===== config.mk =====
export PLATFORM = sky130hd
export DESIGN_NAME = tff_counter_arbiter_flat
export DESIGN_NICKNAME = d
export VERILOG_FILES = /design/src/rtl/tff_counter_arbiter_if.sv /design/src/rtl/tff_counter_arbiter.sv /design/src/flat_wrapper.sv
export SDC_FILE = /design/constraint.sdc
export NUM_CORES = 1
export LEC_CHECK = 0
export ABC_AREA = 0
export CAP_MARGIN = 40
export CORE_MARGIN = 10
export CORE_UTILIZATION = 48
export DETAILED_ROUTE_END_ITERATION = 7
export HOLD_SLACK_MARGIN = 0.03
export PLACE_DENSITY = 0.9
export RECOVER_POWER = 50
export SLEW_MARGIN = 20
export SYNTH_ARGS = -nofsm -noshare
export SYNTH_HDL_FRONTEND = slang
export SYNTH_SLANG_ARGS = --single-unit

===== constraint.sdc =====
create_clock -name clk -period 2.7 [get_ports clk]
set_input_delay 0.54 -clock clk [delete_from_list [all_inputs] [get_ports clk]]
set_output_delay 0.54 -clock clk [all_outputs]
set_load 0.1 [all_outputs]

===== src/rtl/tff_counter_arbiter_if.sv =====
// Handshake bundle between the requesters and the shared-counter arbiter.
// master = requester side, slave = arbiter side.
interface tff_counter_arbiter_if #(
  parameter int N_REQ = 4,
  parameter int WIDTH = 4
);
  logic [N_REQ-1:0] req;
  logic [N_REQ-1:0] dir;
  logic [N_REQ-1:0] gnt;
  logic             done;
  logic             busy;
  logic [WIDTH-1:0] count;

  modport master (
    output req,
    output dir,
    input  gnt,
    input  done,
    input  busy,
    input  count
  );

  modport slave (
    input  req,
    input  dir,
    output gnt,
    output done,
    output busy,
    output count
  );
endinterface


===== src/rtl/tff_counter_arbiter.sv =====
// Round-robin arbiter sharing one toggle-enabled up/down counter among N_REQ requesters.
// Optional: define TFF_ARB_SATURATE_EN to make the counter saturate instead of wrapping.
module tff_counter_arbiter #(
  parameter int N_REQ = 4,
  parameter int WIDTH = 4
) (
  input  logic                    clk,
  input  logic                    reset,
  tff_counter_arbiter_if.slave    bus
);

  localparam int PW = (N_REQ > 1) ? $clog2(N_REQ) : 1;
  localparam int CW = PW + 1;

  typedef enum logic [1:0] {
    ST_IDLE   = 2'd0,
    ST_GRANT  = 2'd1,
    ST_UPDATE = 2'd2
  } state_t;

  state_t           state_q, state_d;
  logic [WIDTH-1:0] count_q, count_d;
  logic [PW-1:0]    ptr_q, ptr_d;
  logic [PW-1:0]    win_q, win_d;
  logic             wdir_q, wdir_d;
  logic [N_REQ-1:0] gnt_q, gnt_d;
  logic             done_q, done_d;
  logic             busy_q, busy_d;

  logic             arb_found;
  logic [PW-1:0]    arb_win;
  logic [CW-1:0]    arb_cand;
  logic [PW-1:0]    win_next;

  logic [WIDTH-1:0] t_up;
  logic [WIDTH-1:0] t_dn;
  logic [WIDTH-1:0] t_vec;

  // Toggle enables: bit i flips when all lower bits are 1 (up) or 0 (down).
  assign t_up[0] = 1'b1;
  assign t_dn[0] = 1'b1;
  generate
    for (genvar gi = 1; gi < WIDTH; gi++) begin : g_toggle
      assign t_up[gi] = &count_q[gi-1:0];
      assign t_dn[gi] = &(~count_q[gi-1:0]);
    end
  endgenerate

  always_comb begin
    t_vec = wdir_q ? t_up : t_dn;
`ifdef TFF_ARB_SATURATE_EN
    if ((wdir_q && (&count_q)) || (!wdir_q && !(|count_q))) begin
      t_vec = '0;
    end
`endif
  end

  // First requesting index scanning ptr, ptr+1, ... modulo N_REQ.
  always_comb begin
    arb_found = 1'b0;
    arb_win   = '0;
    arb_cand  = '0;
    for (int k = 0; k < N_REQ; k++) begin
      arb_cand = CW'(ptr_q) + CW'(k);
      if (arb_cand >= CW'(N_REQ)) begin
        arb_cand = arb_cand - CW'(N_REQ);
      end
      if (!arb_found && bus.req[arb_cand[PW-1:0]]) begin
        arb_found = 1'b1;
        arb_win   = arb_cand[PW-1:0];
      end
    end
  end

  assign win_next = (win_q == PW'(N_REQ - 1)) ? '0 : win_q + PW'(1);

  always_comb begin
    state_d = state_q;
    count_d = count_q;
    ptr_d   = ptr_q;
    win_d   = win_q;
    wdir_d  = wdir_q;
    gnt_d   = '0;
    done_d  = 1'b0;
    busy_d  = 1'b0;
    case (state_q)
      ST_IDLE, ST_UPDATE: begin
        if (arb_found) begin
          win_d   = arb_win;
          wdir_d  = bus.dir[arb_win];
          gnt_d   = {{(N_REQ-1){1'b0}}, 1'b1} << arb_win;
          busy_d  = 1'b1;
          state_d = ST_GRANT;
        end else begin
          state_d = ST_IDLE;
        end
      end
      ST_GRANT: begin
        // ptr advances here so arbitration during UPDATE already sees it.
        count_d = count_q ^ t_vec;
        ptr_d   = win_next;
        done_d  = 1'b1;
        busy_d  = 1'b1;
        state_d = ST_UPDATE;
      end
      default: begin
        state_d = ST_IDLE;
      end
    endcase
  end

  always_ff @(posedge clk) begin
    if (!reset) begin
      state_q <= ST_IDLE;
      count_q <= '0;
      ptr_q   <= '0;
      win_q   <= '0;
      wdir_q  <= 1'b0;
      gnt_q   <= '0;
      done_q  <= 1'b0;
      busy_q  <= 1'b0;
    end else begin
      state_q <= state_d;
      count_q <= count_d;
      ptr_q   <= ptr_d;
      win_q   <= win_d;
      wdir_q  <= wdir_d;
      gnt_q   <= gnt_d;
      done_q  <= done_d;
      busy_q  <= busy_d;
    end
  end

  assign bus.gnt   = gnt_q;
  assign bus.done  = done_q;
  assign bus.busy  = busy_q;
  assign bus.count = count_q;

endmodule


===== src/flat_wrapper.sv =====
// flat-port wrapper written by rule: the top's interface ports become plain ports
module tff_counter_arbiter_flat 
#(
  parameter int N_REQ = 4,
  parameter int WIDTH = 4
)
  (clk, reset, bus_req, bus_dir, bus_gnt, bus_done, bus_busy, bus_count);
  tff_counter_arbiter_if #(.N_REQ(N_REQ), .WIDTH(WIDTH)) bus_i ();
  input  logic clk;
  input  logic reset;
  input wire logic [$bits(bus_i.req)-1:0] bus_req;
  input wire logic [$bits(bus_i.dir)-1:0] bus_dir;
  output wire logic [$bits(bus_i.gnt)-1:0] bus_gnt;
  output wire logic [$bits(bus_i.done)-1:0] bus_done;
  output wire logic [$bits(bus_i.busy)-1:0] bus_busy;
  output wire logic [$bits(bus_i.count)-1:0] bus_count;
  assign bus_i.req = bus_req;
  assign bus_i.dir = bus_dir;
  assign bus_gnt = bus_i.gnt;
  assign bus_done = bus_i.done;
  assign bus_busy = bus_i.busy;
  assign bus_count = bus_i.count;
  tff_counter_arbiter #(.N_REQ(N_REQ), .WIDTH(WIDTH)) u_core (.clk(clk), .reset(reset), .bus(bus_i));
endmodule

# == After elaboration in Yosys (flattened, before gate mapping) ==
# Cells that the tools add are included.
# classes
add_sub_neg,8
order_cmp,9
n_eq_ne,3
shifts,1
mux,29
bitwise,4
reduce_logical,14
# op_table
op,count
$mux W2,9
$lt A2 B3 Y1 const B,5
$mux W1,12
$bmux W1 S2,5
$ge A3 B3 Y1 const B,3
$reduce_and A3 Y1,3
$sub A2 B1 Y2 const B,4
$add A2 B2 Y3 const B,2
$reduce_and A2 Y1,3
$eq A2 B2 Y1 const B,2
$mux W4,1
$pmux W2 S2,1
$shl A1 B2 Y4 const A,1
$xor A4 B4 Y4,1
$add A2 B1 Y3 const B,1
$ge A2 B3 Y1 const B,1
$logic_and A1 B1 Y1,3
$logic_not A1 Y1,3
$not A3 Y3,1
$add A2 B1 Y2 const B,1
$eq A2 B1 Y1 const B,1
$logic_not A2 Y1,1
$not A2 Y2,1
$pmux W1 S2,1
other kinds (2),2
# word_totals
regBits,17
inputBits,10
out_inout_bits,10
elab_cells,76

# == Logic depth before layout (Yosys ltp) ==
# logic_depth
word_depth,16
mapped_depth,6
depth_no_buf,6

# == Worst setup path before layout ==
# OpenSTA, ideal clock, no wires.
# synth_timing
path_kind,flip-flop to flip-flop
from,"register u_core.count_q[0], in the netlist u_core.bus.count[0]"
to,"register u_core.count_q[3], in the netlist u_core.bus.count[3]"
setup_time_ns,0.128
arrival_time_ns,1.661
required_time_ns,2.572
setup_slack_ns,0.912
path_stages_with_launch,5
path_buffers,0
period_less_slack_ns,1.788
path_cell_list,dfxtp_1 > or4_1 > a21oi_2 > xnor2_1 > nor2_1
# synth_via
elab_chain_len,4
word_cells_on_any_way,5
classes_between,mux: 1; bitwise: 2; reduce/logical: 2
# synth_rtl
item,line_no,text
start: declaration,tff_counter_arbiter.sv:22,"logic [WIDTH-1:0] count_q, count_d;"
start signal: assignment,tff_counter_arbiter.sv:124,count_q <= count_d;
$not A3 Y3,tff_counter_arbiter.sv:45,assign t_dn[gi] = &(~count_q[gi-1:0]);
$reduce_and A3 Y1,tff_counter_arbiter.sv:45,
$mux W4 (*),tff_counter_arbiter.sv:50,t_vec = wdir_q ? t_up : t_dn;
$xor A4 B4 Y4 (*),tff_counter_arbiter.sv:100,count_d = count_q ^ t_vec;
# Every way passes the cells marked *; elsewhere a longest branch is shown, timed or not.
# A chain may end at the register's enable or synchronous reset.

# == Worst setup path after layout ==
# layout_timing
from,"register u_core.done_q, in the netlist u_core.bus.done"
to,output bus_done
# layout_rtl
item,line_no,text
start: declaration,tff_counter_arbiter.sv:27,"logic done_q, done_d;"
start signal: assignment,tff_counter_arbiter.sv:129,done_q <= done_d;
end: declaration,flat_wrapper.sv:14,output wire logic [$bits(bus_i.done)-1:0] bus_done;
# No word-level cell between the ends.

==> summary.txt <==
Place
  – HPWL Detailed: 1.32 mm
  – Area after DPL: 871 um^2
  – Placer Congestion: 0.764
  – Pre-CTS setup slack: 544 ps
  – Placed Instances: 110
  – IO Port Bufs: 19

Worst setup path
  – CP max stage cell: clkbuf_1
  – Crit path cell chain: clkbuf_1
  – Top cell family by delay on the critical path: buffers and inverters
  – CP max FO: 1
  – Crit path required time: 2160 ps
  – CP Capture Type: primary output
  – Crit-path max cell delay: 860 ps
  – Buf/Inv on CP: 1
  – CP arrival: 1470 ps
  – CP Class: reg -> out
  – Startpoint Class: register

Logic synthesis
  – Cell count after synthesis: 78
  – Main combinational cell family by area after synthesis: simple AND/OR/NAND/NOR gates
  – Mapped Area: 696 um^2
  – Cell taking the most area after synthesis: dfxtp_1
  – Share of the synthesized area in the top cell type: 48.9%
  – XOR/XNOR share of the synthesized area: 5.04%
  – Post-Synth Simple-Gate Area: 20.9%
  – Portion of netlist area occupied by mux cells: 4.32%
  – Seq cells post-synth: 17
  – Net Count, Synth: 89
  – YS warnings: 0
  – Post-Synth Adder-Cell Area: 1.80%
  – Leading post-synthesis cells by cell area: dfxtp_1, nor2_1, a21oi_1, mux2i_1, xnor2_1
  – Mean post-synth cell area: 8.92 um^2
  – Count of cell types in the netlist: 29
  – Post-synthesis sequential area ratio: 48.9%
  – Synth Area in Compound Gates: 15.6%

STA
  – Endpoints failing setup: 0
  – Fin worst setup slack: 686 ps
  – Period utilisation layout: 74.6%
  – Fin. Hold Viols: 0
  – Final Critical Period: 2010 ps
  – Worst Max-Slew Pin Slew: 1180 ps
  – Slew headroom: 21.8%
  – Final Max Tran Viols: 0
  – Fmax: 0.497 GHz
  – RSZ-0062 raised after global routing: false
  – Final clock skew: 9.45 ps
  – Setup Total Neg Slack: 0 ps

CTS
  – Num Clock Sinks: 17
  – Clock buffer depth: 2
  – Root Buffer: clkbuf_4
  – TritonCTS Buffers: 3
  – Clock Pin Slew Worst Setup and Hold Paths: 100 ps
  – Post-CTS Setup Inserts: 0
  – CTS Hold Bufs: 0
  – Post-CTS Resized: 0
  – CTS tree: done
  – CTS H-tree depth: 1
  – Worst-skew pair later-pin latency: 290 ps

Floorplan
  – Initial Utilization: 52.2%
  – Core Area: 0.00133 mm^2
  – Die H: 58.1 um
  – DIE AREA: 0.00337 mm^2
  – Die width: 58.1 um
  – Rows: 13
  – Ports: 20

Cells and area
  – Final core occ: 65.6%
  – Cell Count, Final, Fillers Out: 114
  – Share of cells above drive strength 1: 9.09%
  – # nets final: 111
  – Synthesis-to-layout area growth: 25.7%
  – ANT cells: 0
  – Finished Cell Area: 875 um^2

Drt
  – First DRT Iteration DRCs: 14
  – Drc violations: 0
  – 1st-pass router iterations: 4
  – Routed WL per cell: 14.4 um
  – Vias: 602
  – Vias/cell: 5.28
  – Final wirelength: 1.65 mm
  – Antenna viol nets, final: 0

Pwr
  – Pleak: 0.359 nW
  – Maximum vdd drop: 0.000459 V
  – PwrDens: 732 mW/mm^2

Global route
  – First-pass GRT wire length: 2.61 mm
  – Largest net degree at the start of global routing: 12
  – GRT Util Overall: 9.94%
  – Initial antenna violation count: 0
  – Total grt overflow: 0
  – Vias in the first global route: 566

Flow run
  – Max-Cap Viols: 0

Run status
  – Outcome: complete, no violations

Worst hold path
  – Min-delay worst type: reg -> reg
[cells in the mapped netlist]
master     n
nand4_1    1
o32a_1     1
or3_2      1
o21a_1     1
o221ai_1   2
o21ai_1    1
nor2b_1    3
nor4_1     1
clkbuf_1   1
o211ai_1   1
a21boi_0   1
inv_1      4
or3_1      1
o21ai_0    3
mux2i_1    3
or4_1      1
nor2_1    13
nand3_1    1
xnor2_1    3
nor3_1     1
xor2_1     1
a21oi_2    1
buf_2      1
dfxtp_1   17
nand2_1    4
ha_1       1
nand2b_1   2
or2_1      1
a21oi_1    6
[state kept, by name (all words and copies together), names as in the netlist]
| name | flops |
|---|---|
| u_core.wdir_q | 1 |
| u_core.bus.count | 4 |
| u_core.state_q | 2 |
| u_core.bus.busy | 1 |
| u_core.bus.gnt | 4 |
| u_core.ptr_q | 2 |
| u_core.win_q | 2 |
| u_core.bus.done | 1 |
[stage by stage]
step	hold slack, ps	power [mW]
after floorplan	465	0.464
after global placement	490	0.511
after detailed placement	506	0.517
after CTS	529	0.649
after global routing	593	0.674
final	534	0.640
[cells in the final DEF, fill, tap and decap left out, drive strengths merged]
| master | instances |
|---|---|
| a21boi | 1 |
| xnor2 | 3 |
| nand3 | 1 |
| buf | 5 |
| nand2 | 4 |
| xor2 | 1 |
| nor4 | 1 |
| mux2i | 3 |
| or4 | 1 |
| clkdlybuf4s50 | 8 |
| dfxtp | 17 |
| dlygate4sd3 | 1 |
| o32a | 1 |
| nor2b | 3 |
| a21oi | 7 |
| nand4 | 1 |
| clkbuf | 9 |
| o21ai | 4 |
| o221ai | 2 |
| inv | 4 |
| nand2b | 2 |
| o21a | 1 |
| nor2 | 13 |
| or2 | 1 |
| ha | 1 |
| o211ai | 1 |
| nor3 | 1 |
| or3 | 2 |
[layer usage]
metal	vias to the layer above	GRT usage [%]	part of all wire [%]
li1	309	-	-
met1	276	10.2	42
met2	12	16.9	52
met3	5	1.96	3.4
met4	0	8.39	2.2
met5	-	0	0
[power breakdown]
part,total [mW],internal [mW],switching [mW]
combinational,0.210,0.0594,0.150
clock,0.135,0.0575,0.0778
sequential,0.295,0.274,0.0213
total,0.640,0.391,0.249
[cell type report]
class | count | area (um^2)
well taps | 15 | 18.8
inverters | 4 | 15.0
repair buffers | 19 | 146
clock buffers | 4 | 26.3
flip-flops and latches | 17 | 340
multi-input cells | 55 | 328
fillers | 125 | 459
[final timing paths]
kind              slack, ps  depth (start not counted)         endpoint       startpoint
setup / recovery        690                          1         bus_done  u_core.bus.done
hold / removal          530                          2  u_core.win_q[1]  u_core.win_q[1]
setup reg to reg       1270                          4    u_core.wdir_q  u_core.ptr_q[1]
hold reg to reg         530                          2  u_core.win_q[1]  u_core.win_q[1]
[kinds of logic after synthesis]
| kind of cell | count (synthesis) |
|---|---|
| fa+ha+maj | 1 |
| compound gates | 17 |
| mux | 3 |
| xor+xnor | 4 |
| simple gates | 30 |
| flops | 17 |
| buf+inv | 6 |
No activity file was read; power rests on OpenSTA's default activity.
